===== src/rtl/bp_me_stream_cmd_arbiter_pkg.sv =====
// Shared helpers for the BedRock stream command arbiter.
// Round-robin pointer arithmetic used by the arbiter FSM.
package bp_me_stream_cmd_arbiter_pkg;

  function automatic int rr_next(input int idx, input int n);
    return (idx + 1 >= n) ? 0 : idx + 1;
  endfunction

endpackage


===== src/rtl/bp_me_stream_cmd_arbiter_picker.sv =====
// Rotate-priority picker: first set request at or above ptr_i,
// wrapping past the top index; one-hot grant plus its index.
module bp_me_rr_picker #(
  parameter int num_src_p = 2
) (
  input  logic [num_src_p-1:0]         req_i,
  input  logic [$clog2(num_src_p)-1:0] ptr_i,
  output logic [num_src_p-1:0]         grant_o,
  output logic [$clog2(num_src_p)-1:0] idx_o,
  output logic                         v_o
);

  localparam int idx_w = $clog2(num_src_p);

  int j;

  always_comb begin
    grant_o = '0;
    idx_o   = '0;
    v_o     = 1'b0;
    j       = 0;
    for (int i = 0; i < num_src_p; i++) begin
      j = int'(ptr_i) + i;
      if (j >= num_src_p) j = j - num_src_p;
      if (!v_o && req_i[j]) begin
        v_o        = 1'b1;
        grant_o[j] = 1'b1;
        idx_o      = idx_w'(j);
      end
    end
  end

endmodule


===== src/rtl/bp_me_stream_cmd_arbiter.sv =====
// Round-robin arbiter sharing one BedRock stream command channel;
// a source keeps the grant from its first presented beat to its last.
import bp_me_stream_cmd_arbiter_pkg::*;

module bp_me_stream_cmd_arbiter #(
  parameter int num_src_p      = 2,
  parameter int header_width_p = 64,
  parameter int data_width_p   = 64
) (
  input  logic                                clk_i,
  input  logic                                reset_i,
  input  logic [num_src_p*header_width_p-1:0] src_header_i,
  input  logic [num_src_p*data_width_p-1:0]   src_data_i,
  input  logic [num_src_p-1:0]                src_v_i,
  input  logic [num_src_p-1:0]                src_last_i,
  output logic [num_src_p-1:0]                src_ready_and_o,
  output logic [header_width_p-1:0]           mem_cmd_header_o,
  output logic [data_width_p-1:0]             mem_cmd_data_o,
  output logic                                mem_cmd_v_o,
  output logic                                mem_cmd_last_o,
  input  logic                                mem_cmd_ready_and_i,
  output logic [num_src_p-1:0]                grant_o
);

  localparam int idx_w = $clog2(num_src_p);

  typedef enum logic {
    e_idle,
    e_locked
  } state_e;

  state_e               state_q, state_d;
  logic [num_src_p-1:0] grant_q, grant_d;
  logic [idx_w-1:0]     rr_ptr_q, rr_ptr_d;

  logic [num_src_p-1:0] pick_oh;
  logic [idx_w-1:0]     pick_idx;
  logic                 pick_v;
  logic [idx_w-1:0]     lock_idx;
  logic [num_src_p-1:0] sel_oh;
  logic [idx_w-1:0]     sel_idx;
  logic                 hs_last;

  bp_me_rr_picker #(
    .num_src_p(num_src_p)
  ) picker (
    .req_i  (src_v_i),
    .ptr_i  (rr_ptr_q),
    .grant_o(pick_oh),
    .idx_o  (pick_idx),
    .v_o    (pick_v)
  );

  always_comb begin
    lock_idx = '0;
    for (int k = 0; k < num_src_p; k++)
      if (grant_q[k]) lock_idx = idx_w'(k);
  end

  // Once locked, the registered grant alone steers the mux.
  assign sel_oh  = (state_q == e_locked) ? grant_q : pick_oh;
  assign sel_idx = (state_q == e_locked) ? lock_idx : pick_idx;

  always_comb begin
    mem_cmd_v_o      = 1'b0;
    mem_cmd_last_o   = 1'b0;
    mem_cmd_header_o = '0;
    mem_cmd_data_o   = '0;
    for (int k = 0; k < num_src_p; k++) begin
      mem_cmd_v_o      |= sel_oh[k] & src_v_i[k];
      mem_cmd_last_o   |= sel_oh[k] & src_last_i[k];
      mem_cmd_header_o |= {header_width_p{sel_oh[k]}}
                        & src_header_i[k*header_width_p +: header_width_p];
      mem_cmd_data_o   |= {data_width_p{sel_oh[k]}}
                        & src_data_i[k*data_width_p +: data_width_p];
    end
  end

  assign src_ready_and_o = sel_oh & {num_src_p{mem_cmd_ready_and_i}};
  assign grant_o         = sel_oh;
  assign hs_last = mem_cmd_v_o & mem_cmd_ready_and_i & mem_cmd_last_o;

  always_comb begin
    state_d  = state_q;
    grant_d  = grant_q;
    rr_ptr_d = rr_ptr_q;
    unique case (state_q)
      e_idle: begin
        if (pick_v) begin
          if (hs_last) begin
            rr_ptr_d = idx_w'(rr_next(32'(pick_idx), num_src_p));
          end else begin
            state_d = e_locked;
            grant_d = pick_oh;
          end
        end
      end
      e_locked: begin
        if (hs_last) begin
          state_d  = e_idle;
          grant_d  = '0;
          rr_ptr_d = idx_w'(rr_next(32'(sel_idx), num_src_p));
        end
      end
    endcase
  end

  always_ff @(posedge clk_i) begin
    if (reset_i) begin
      state_q  <= e_idle;
      grant_q  <= '0;
      rr_ptr_q <= '0;
    end else begin
      state_q  <= state_d;
      grant_q  <= grant_d;
      rr_ptr_q <= rr_ptr_d;
    end
  end

  // A granted source must hold valid until its last beat.
  a_lock_valid: assert property (@(posedge clk_i) disable iff (reset_i)
    (state_q == e_locked) |-> |(src_v_i & grant_q))
    else $error("granted source dropped valid mid-message");

endmodule


===== config.mk =====
export PLATFORM = sky130hd
export DESIGN_NAME = bp_me_stream_cmd_arbiter
export DESIGN_NICKNAME = d
export VERILOG_FILES = /design/src/rtl/bp_me_stream_cmd_arbiter_pkg.sv /design/src/rtl/bp_me_stream_cmd_arbiter_picker.sv /design/src/rtl/bp_me_stream_cmd_arbiter.sv
export SDC_FILE = /design/constraint.sdc
export NUM_CORES = 1
export LEC_CHECK = 0
export ABC_AREA = 1
export BUFFER_PORTS_ARGS = -buffer_cell sky130_fd_sc_hd__buf_2
export CORE_AREA = 5 5 150 152
export CTS_CLUSTER_SIZE = 28
export DETAILED_ROUTE_END_ITERATION = 12
export DIE_AREA = 0 0 155 157
export PLACE_DENSITY = 0.41
export SETUP_SLACK_MARGIN = 0.02
export SLEW_MARGIN = 20
export SYNTH_ARGS = -nofsm -noshare
export SYNTH_HDL_FRONTEND = slang
export SYNTH_SLANG_ARGS = --single-unit

===== constraint.sdc =====
create_clock -name clk_i -period 1.2 [get_ports clk_i]
set_input_delay 0.12 -clock clk_i [delete_from_list [all_inputs] [get_ports clk_i]]
set_output_delay 0.12 -clock clk_i [all_outputs]
set_load 0.05 [all_outputs]

Word level (Yosys, flattened, before mapping)
Index checks and enable logic that the tools add are counted.
{ "classes": {"n_lt_le_gt_ge": 8, "n_addsub": 5, "reduce_logical": 6, "bitwise_logic": 17, "n_eq_ne": 4, "n_mux": 34} }
{ "ops": {"columns": ["op", "count"], "rows": [
  ["$and A64 B64 Y64", 4],
  ["$or A64 B64 Y64", 2],
  ["$ge A32 B1 Y1 const B", 2],
  ["$lt A32 B3 Y1 const B", 2],
  ["$mux W32", 2],
  ["$ge A32 B3 Y1 const B", 1],
  ["$sub A32 B3 Y32 const B", 1],
  ["$mux W1", 21],
  ["$mux W2", 6],
  ["$add A1 B1 Y2 const B", 3],
  ["$and A1 B1 Y1", 6],
  ["$ne A2 B2 Y1 const B", 3],
  ["$reduce_and A3 Y1", 2],
  ["$ge A2 B2 Y1 const B", 2],
  ["$pmux W1 S2", 2],
  ["$pmux W2 S2", 1],
  ["$logic_and A1 B1 Y1", 3],
  ["$sub A1 B2 Y3 const B", 1],
  ["$and A2 B2 Y2", 1],
  ["$demux W1 S1", 2],
  ["$ge A1 B2 Y1 const B", 1],
  ["$ne A2 B1 Y1 const B", 1],
  ["$or A1 B1 Y1", 2],
  ["$or A2 B2 Y2", 1],
  ["other kinds (2)", 2]
]} }
{ "totals": {"word_cells": 77, "regBits": 4, "inputBits": 263, "out_inout_bits": 134} }

Logic depth before layout (Yosys ltp)
Gate-level depths: netlist of run 1.
{ "depth": {"ltp_word": 17, "mapped_depth": 11, "ltp_nobuf": 11} }

Modules after synthesis
A second synthesis of run 1 with hierarchy kept.
{ "unflattened": {"cells_unflattened": 214, "hier_area_um2": 1774.2} }
{ "by_module_without_submodules": {"columns": ["module", "cells_each", "area_each_um2", "seq_area_each_um2", "n_inst"], "rows": [
  ["bp_me_stream_cmd_arbiter", 200, 1719.1, 80.1, 1],
  ["bp_me_rr_picker", 14, 55.1, 0.0, 1]
]} }

Worst setup path before layout of run 1
OpenSTA, ideal clock, no wires.
{ "synth_path": {"kind": "register to output", "startpoint": "register state_q", "endpoint": "output port mem_cmd_header_o[28]", "required_ns": 1.080, "path_slack_ns": -0.410, "path_buffers": 2, "stages_incl_launch_ff": 7, "arrival_time_ns": 1.490, "cell_sequence": "dfxtp_1 -> buf_6 -> nor2_2 -> nand2_2 -> nand2_4 -> buf_2 -> a22o_1"} }
{ "synth_via": {"elab_chain_len": 3, "elab_cells_between_ends": 4, "cone_classes": "1 x mux; 3 x bitwise"} }
{ "synth_rtl": {"columns": ["item", "line_no", "rtl"], "rows": [
  ["start: declaration", "bp_me_stream_cmd_arbiter.sv:32", "state_e state_q, state_d;"],
  ["start signal: assignment", "bp_me_stream_cmd_arbiter.sv:110", "state_q <= e_idle;"],
  ["start signal: assignment", "bp_me_stream_cmd_arbiter.sv:114", "state_q <= state_d;"],
  ["$mux W2", "bp_me_stream_cmd_arbiter.sv:61", "assign sel_oh = (state_q == e_locked) ? grant_q : pick_oh;"],
  ["via grant_o[1]", "bp_me_stream_cmd_arbiter.sv:22", "output logic [num_src_p-1:0] grant_o"],
  ["$and A64 B64 Y64", "bp_me_stream_cmd_arbiter.sv:73", "& src_header_i[k*header_width_p +: header_width_p];"],
  ["$or A64 B64 Y64", "bp_me_stream_cmd_arbiter.sv:72", "mem_cmd_header_o |= {header_width_p{sel_oh[k]}}"],
  ["end: declaration", "bp_me_stream_cmd_arbiter.sv:17", "output logic [header_width_p-1:0] mem_cmd_header_o,"]
]} }
The timed path passes the listed nets, and every way through them passes these cells.

==> impl_metrics.yaml, run 1 <==
outcome:
  status: "finished, violations left"
  violations: "negative setup slack"
placed_design:
  gp_congestion: 0.812
  dp_cells: 875
  portBuffers: 396
  hpwl_um: 14000
global_route:
  grt_use_met1_pct: 14.0
  gr-usage-met3_pct: 3.77
  grt_util_met2_pct: 24.1
  grt.overflow.total: 0
  grt_pass1_wl_um: 23700
  grt_busiest_layer: "met2"
  antenna_found_initial: 2
  grtUsageTotal_pct: 12.5
  grt_start_max_net_pins: 45
  grt_pass1_vias: 3833
routing:
  vias: 3597
  wl_per_cell_um: 19.9
  drt_iter0_markers: 144
  drc: 0
  wirelength_um: 17900
  via_per_inst: 4.01
  ant_nets: 0
  dr.pass1.iters: 4
setup_path:
  startpoint_type: "flip-flop"
  crit_type: "flip-flop to output pin"
  crit_arrival_ns: 1.61
  cp.required_ns: 1.08
  critPathCaptureType: "output pin"
  critPathMaxFanout: 6
yosys:
  synth_nets: 470
  ys_seq_elements: 4
  avgSynthCellArea_um2: 7.76
  synth.cell_area_um2: 1610
  seq_area_frac_synth_pct: 4.99
  synthCells: 207
  yosys_warnings: 0
  synth.distinct_cells: 20
sta:
  worst_pin_slew_ns: 0.242
  worst_slack_ns: -0.526
  min_period_over_period_pct: 144
  period_minus_slack_ns: 1.73
  fmax_mhz: 579
  report.final.slew_viol_count: 0
  rsz0062_at_grt: "true"
  hold_viol_final: 0
  slew_headroom_pct: 83.8
  finalSetupViolations: 138
  skew_ns: 0.00493
  fin_setup_tns_ns: -66.95
clock_tree:
  cts_sinks: 4
  hold_buffers: 0
  numCtsBuffers: 3
  worstSkewPairLatency_ns: 0.23
  tritoncts: "done"
  ctsHtreeMaxLevel: 1
  cts_root_buf: "clkbuf_16"
  clkTransAtPathRegs_ns: 0.03
  clockBufferDepth: 2
flow_run:
  cap_violations: 0
hold_path:
  holdCritPathClass: "primary input to flip-flop"
die:
  core_area_um2: 20900
  floorplan.initialDensity_pct: 7.68
  fp.dieW_um: 155
  die_area_um2: 24300
  die_h_um: 157
  ioPinCount: 397
  rows: 53
final_layout:
  nNetsFinal: 885
  area.growth.synth_to_final_pct: 289
  multi_input_area_um2: 2130
  final_cell_count_no_fill: 897
  final_layout_size_suffix_gt1_share_pct: 95.5
  register_area_um2: 85.1
  final.fill_count: 2177
power:
  power_frac_comb_pct: 88.6
  ir_drop_v: 0.000413
  p_int_w: 0.00291
  netSwitchingPower_w: 0.00307
  power_per_cell_area_nw_per_um2: 959
  power_frac_clock_pct: 8.8
  swShare_pct: 51.3
  p_leak_nw: 3.27
  seqPwrFrac_pct: 2.6
-- routing by layer --
layer | share of wire, % | vias to the layer above | wire [µm]
met5 | 0.073 | - | 13
met4 | 1.2 | 2 | 206
met3 | 8.7 | 19 | 1560
met2 | 55 | 206 | 9760
met1 | 35 | 1660 | 6320
li1 | - | 1710 | -
-- Yosys cell counts --
master | instances | area [µm²]
nand3b_1 | 1 | 7.51
nand2_1 | 10 | 37.5
buf_2 | 27 | 135
nand4_1 | 2 | 12.5
nor2_1 | 7 | 26.3
dfxtp_1 | 4 | 80.1
inv_2 | 1 | 3.75
a22o_1 | 128 | 1120
nand3_2 | 1 | 10.0
nor2_2 | 1 | 6.26
nand3_4 | 1 | 17.5
inv_1 | 6 | 22.5
nand2_2 | 7 | 43.8
buf_6 | 1 | 11.3
nand2_4 | 2 | 22.5
buf_4 | 1 | 7.51
o211ai_1 | 1 | 7.51
nand3_1 | 2 | 10.0
a21boi_1 | 1 | 7.51
a21oi_1 | 3 | 15.0
-- power groups by stage --
| stage | registers [W] | logic, W | clock network (W) |
|---|---|---|---|
| after floorplan | 0.000149 | 0.00298 | 0 |
| after global placement | 0.000153 | 0.00426 | 0 |
| after detailed placement | 0.000154 | 0.00425 | 0 |
| after CTS | 0.000155 | 0.00486 | 0.000524 |
| after global routing | 0.000157 | 0.00552 | 0.000542 |
| final | 0.000157 | 0.00530 | 0.000527 |
-- repair_timing --
action,CTS,global route
setup endpoints to repair,138,138
endpoints found under the hold margin,0,0
setup buffers,3,1
resized for setup,176,126
pin swaps,3,8
gates cloned,7,6
-- final timing paths --
path | startpoint | end | slack, ns | depth (start not counted)
worst max-delay path | flip-flop | mem_cmd_header_o[27] | -0.53 | 7
worst min-delay path | reset_i | grant_q[0] | 0.07 | 2
worst max register to register | state_q | grant_q[1] | -0.42 | 10
worst min register to register | flip-flop | flip-flop | 0.52 | 2
-- cells in the final DEF, fill, tap and decap left out, types with 3 or more instances in the layout --
cell type and instances:
nand2_4 9, buf_12 16, buf_4 32, buf_6 86, clkbuf_16 7, clkbuf_4 4, nand2_1 5, buf_8 23
buf_16 7, a22o_4 61, nand2_8 5, buf_2 262, a22o_2 67, inv_1 6, nor2_1 6, nand2_2 3
-- final cells by class --
class / instances / area share (%)
repair buffers: 436 / 57.3
diodes: 2 / 0.0802
multi-input cells: 170 / 34.1
flip-flops and latches: 4 / 1.36
well taps: 275 / 5.52
clock buffers: 3 / 1.20
inverters: 7 / 0.421
-- per-stage QoR --
| step | worst slack [ns] | utilization, % | area, µm² | power [W] | hold slack [ns] |
|---|---|---|---|---|---|
| finish | -0.526 | 29.9 | 6240 | 0.00599 | 0.0677 |
| global route | -0.573 | 29.8 | 6230 | 0.00622 | 0.0894 |
| CTS | -0.540 | 26.9 | 5620 | 0.00554 | 0.0723 |
| detailed placement | -0.374 | 23.1 | 4820 | 0.00440 | 0.302 |
| global placement | -0.379 | 23.1 | 4820 | 0.00441 | 0.306 |
| floorplan | -0.305 | - | 2270 | 0.00313 | 0.189 |
-- worst max-delay path, cell delays in order (launching register included) --
cell and delay (ns):
dfxtp_2 0.35, nand2_2 0.08, nand3_4 0.15, buf_6 0.14, nand2_8 0.08, clkbuf_16 0.18, a22o_4 0.24, buf_6 0.15
-- cell families after synthesis --
family	synth area share, %
and+or+nand+nor	12.1
DFF	4.99
AOI/OAI and AO/OA	71.7
buffers and inverters	11.2
Note: power is estimated with default switching activity, not from simulation.
==> run 2: changes to the inputs <==
Settings changed: PLACE_DENSITY 0.41 to 0.4.
Clock period 1.2 ns to 2.2 ns, I/O delays scaled along.
==> impl_metrics.yaml, run 2 (synthesis results as in run 1) <==
power:
  seqPwrFrac_pct: 3.6
  power_per_cell_area_nw_per_um2: 586
  ir_drop_v: 0.000457
  p_leak_nw: 2.37
  swShare_pct: 61.9
  p_int_w: 0.000883
  power_frac_comb_pct: 84.3
  power_frac_clock_pct: 12.1
  netSwitchingPower_w: 0.00143
  power_w: 0.00232
global_route:
  grt_util_met2_pct: 18.1
  grt_start_max_net_pins: 71
  grt_busiest_layer: "met2"
  grt_use_met1_pct: 11.7
  grt.overflow.total: 0
  grt_pass1_wl_um: 18900
  grt_pass1_vias: 3286
  antenna_found_initial: 0
  gr-usage-met3_pct: 2.36
  grtUsageTotal_pct: 9.69
final_layout:
  register_area_um2: 81.3
  nNetsFinal: 847
  final_cell_count_no_fill: 857
  area.growth.synth_to_final_pct: 146
  diodes: 0
  layout_common_cells: "buf_2, a22o_1, nand2_1"
  final_common_cell: "buf_2"
  multi_input_area_um2: 1350
  final_layout_size_suffix_gt1_share_pct: 71.8
  final.fill_count: 2393
  fin_area_um2: 3950
setup_path:
  crit_arrival_ns: 1.79
  path_buf_inv: 3
  startpoint_type: "flip-flop"
  critPathCaptureType: "output pin"
  critPathTopFamily: "buffers and inverters"
  crit_type: "flip-flop to output pin"
  path_common_cell: "nand2_2"
  slowest_delay_ns: 0.34
  crit_path_cell_trace: "inv_1 -> nand2_2 -> nand2_2 -> nand2_4 -> buf_16 -> a22o_1 -> buf_2"
  critPathMaxFanout: 60
  critPathSlowestCell: "dfxtp_1"
  cp.required_ns: 1.98
clock_tree:
  worstSkewPairLatency_ns: 0.22
  post_cts_resized: 0
  cts_sinks: 4
  ctsHtreeMaxLevel: 1
  clkTransAtPathRegs_ns: 0.03
  tritoncts: "done"
  cts_root_buf: "clkbuf_16"
  post-cts-setup-buffers: 0
  clockBufferDepth: 2
  numCtsBuffers: 3
  hold_buffers: 0
sta:
  finalSetupViolations: 0
  report.final.slew_viol_count: 0
  rsz0062_at_grt: "false"
  skew_ns: 0.00143
  worst_slack_ns: 0.192
  min_period_over_period_pct: 91.3
  hold_viol_final: 0
  period_minus_slack_ns: 2.01
  fmax_mhz: 498
  worst_pin_slew_ns: 0.321
  fin_setup_tns_ns: 0
  slew_headroom_pct: 78.6
routing:
  via_per_inst: 3.86
  ant_nets: 0
  drc: 0
  wirelength_um: 14000
  wl_per_cell_um: 16.3
  dr.pass1.iters: 5
  vias: 3309
  drt_iter0_markers: 263
outcome:
  status: "complete, no violations"
placed_design:
  place_area_um2: 3870
  preCtsSetupSlack_ns: 0.281
  dp_cells: 854
  hpwl_um: 12000
  portBuffers: 396
  gp_congestion: 0.855
die:
  floorplan.initialDensity_pct: 7.68
  die_h_um: 157
  die_area_um2: 24300
  ioPinCount: 397
  rows: 53
  core_area_um2: 20900
  fp.dieW_um: 155
flow_run:
  cap_violations: 0
hold_path:
  holdCritPathClass: "primary input to flip-flop"
==> run 2: cell types whose count changed in the layout (fill, tap and decap cells not counted), moves of 5 or more <==
cell and delta:
nand2_8 -5, buf_2 +134, buf_8 -23, buf_12 -13, buf_6 -86, buf_4 -31
buf_16 -6, nand2_1 +5, a22o_2 -67, a22o_1 +128, nand2_4 -6, a22o_4 -61
==> run 2: final timing paths <==
kind	cells after the start	slack, ns	startpoint	to
max	7	0.19	flip-flop	mem_cmd_header_o[61]
min	2	0.17	reset_i	grant_q[0]
max reg2reg	10	0.49	flip-flop	grant_q[1]
min reg2reg	2	0.48	grant_q[0]	grant_q[0]
==> run 2: power by group through the flow <==
stage,Sequential [W],Clock (W),Combinational [W]
finish,0.0000844,0.000279,0.00195
global route,0.0000853,0.000292,0.00205
CTS,0.0000840,0.000283,0.00196
detailed placement,0.0000849,0,0.00196
global placement,0.0000850,0,0.00197
floorplan,0.0000811,0,0.00139
==> run 2: worst register-to-register path, delay by kind of cell, from the launching register on <==
family	cells	cell delay, ns
buffers and inverters	2	0.30
flip-flops	1	0.34
AND/OR/NAND/NOR	7	0.76
AO/OA/AOI/OAI	1	0.20
==> run 2: final cells by class <==
cell class / instances / share of cell area (%)
Timing Repair Buffer: 401 / 52.5
Multi-Input combinational cell: 167 / 34.1
Tap cell: 275 / 8.70
Sequential cell: 4 / 2.06
Clock buffer: 3 / 1.90
Inverter: 7 / 0.665
==> run 2: routing by layer <==
metal  vias to the layer above  share of wire [%]
met5                         -                  0
met4                         0               0.53
met3                         8                9.2
met2                       196                 52
met1                      1497                 38
li1                       1608                  -
==> run 2: metrics by stage <==
stage                     hold slack, ns  utilization, %
after global placement             0.403            18.5
after CTS                          0.171            18.9
final                              0.169            18.9
after floorplan                    0.289               -
after global routing               0.175            18.9
after detailed placement           0.402            18.5
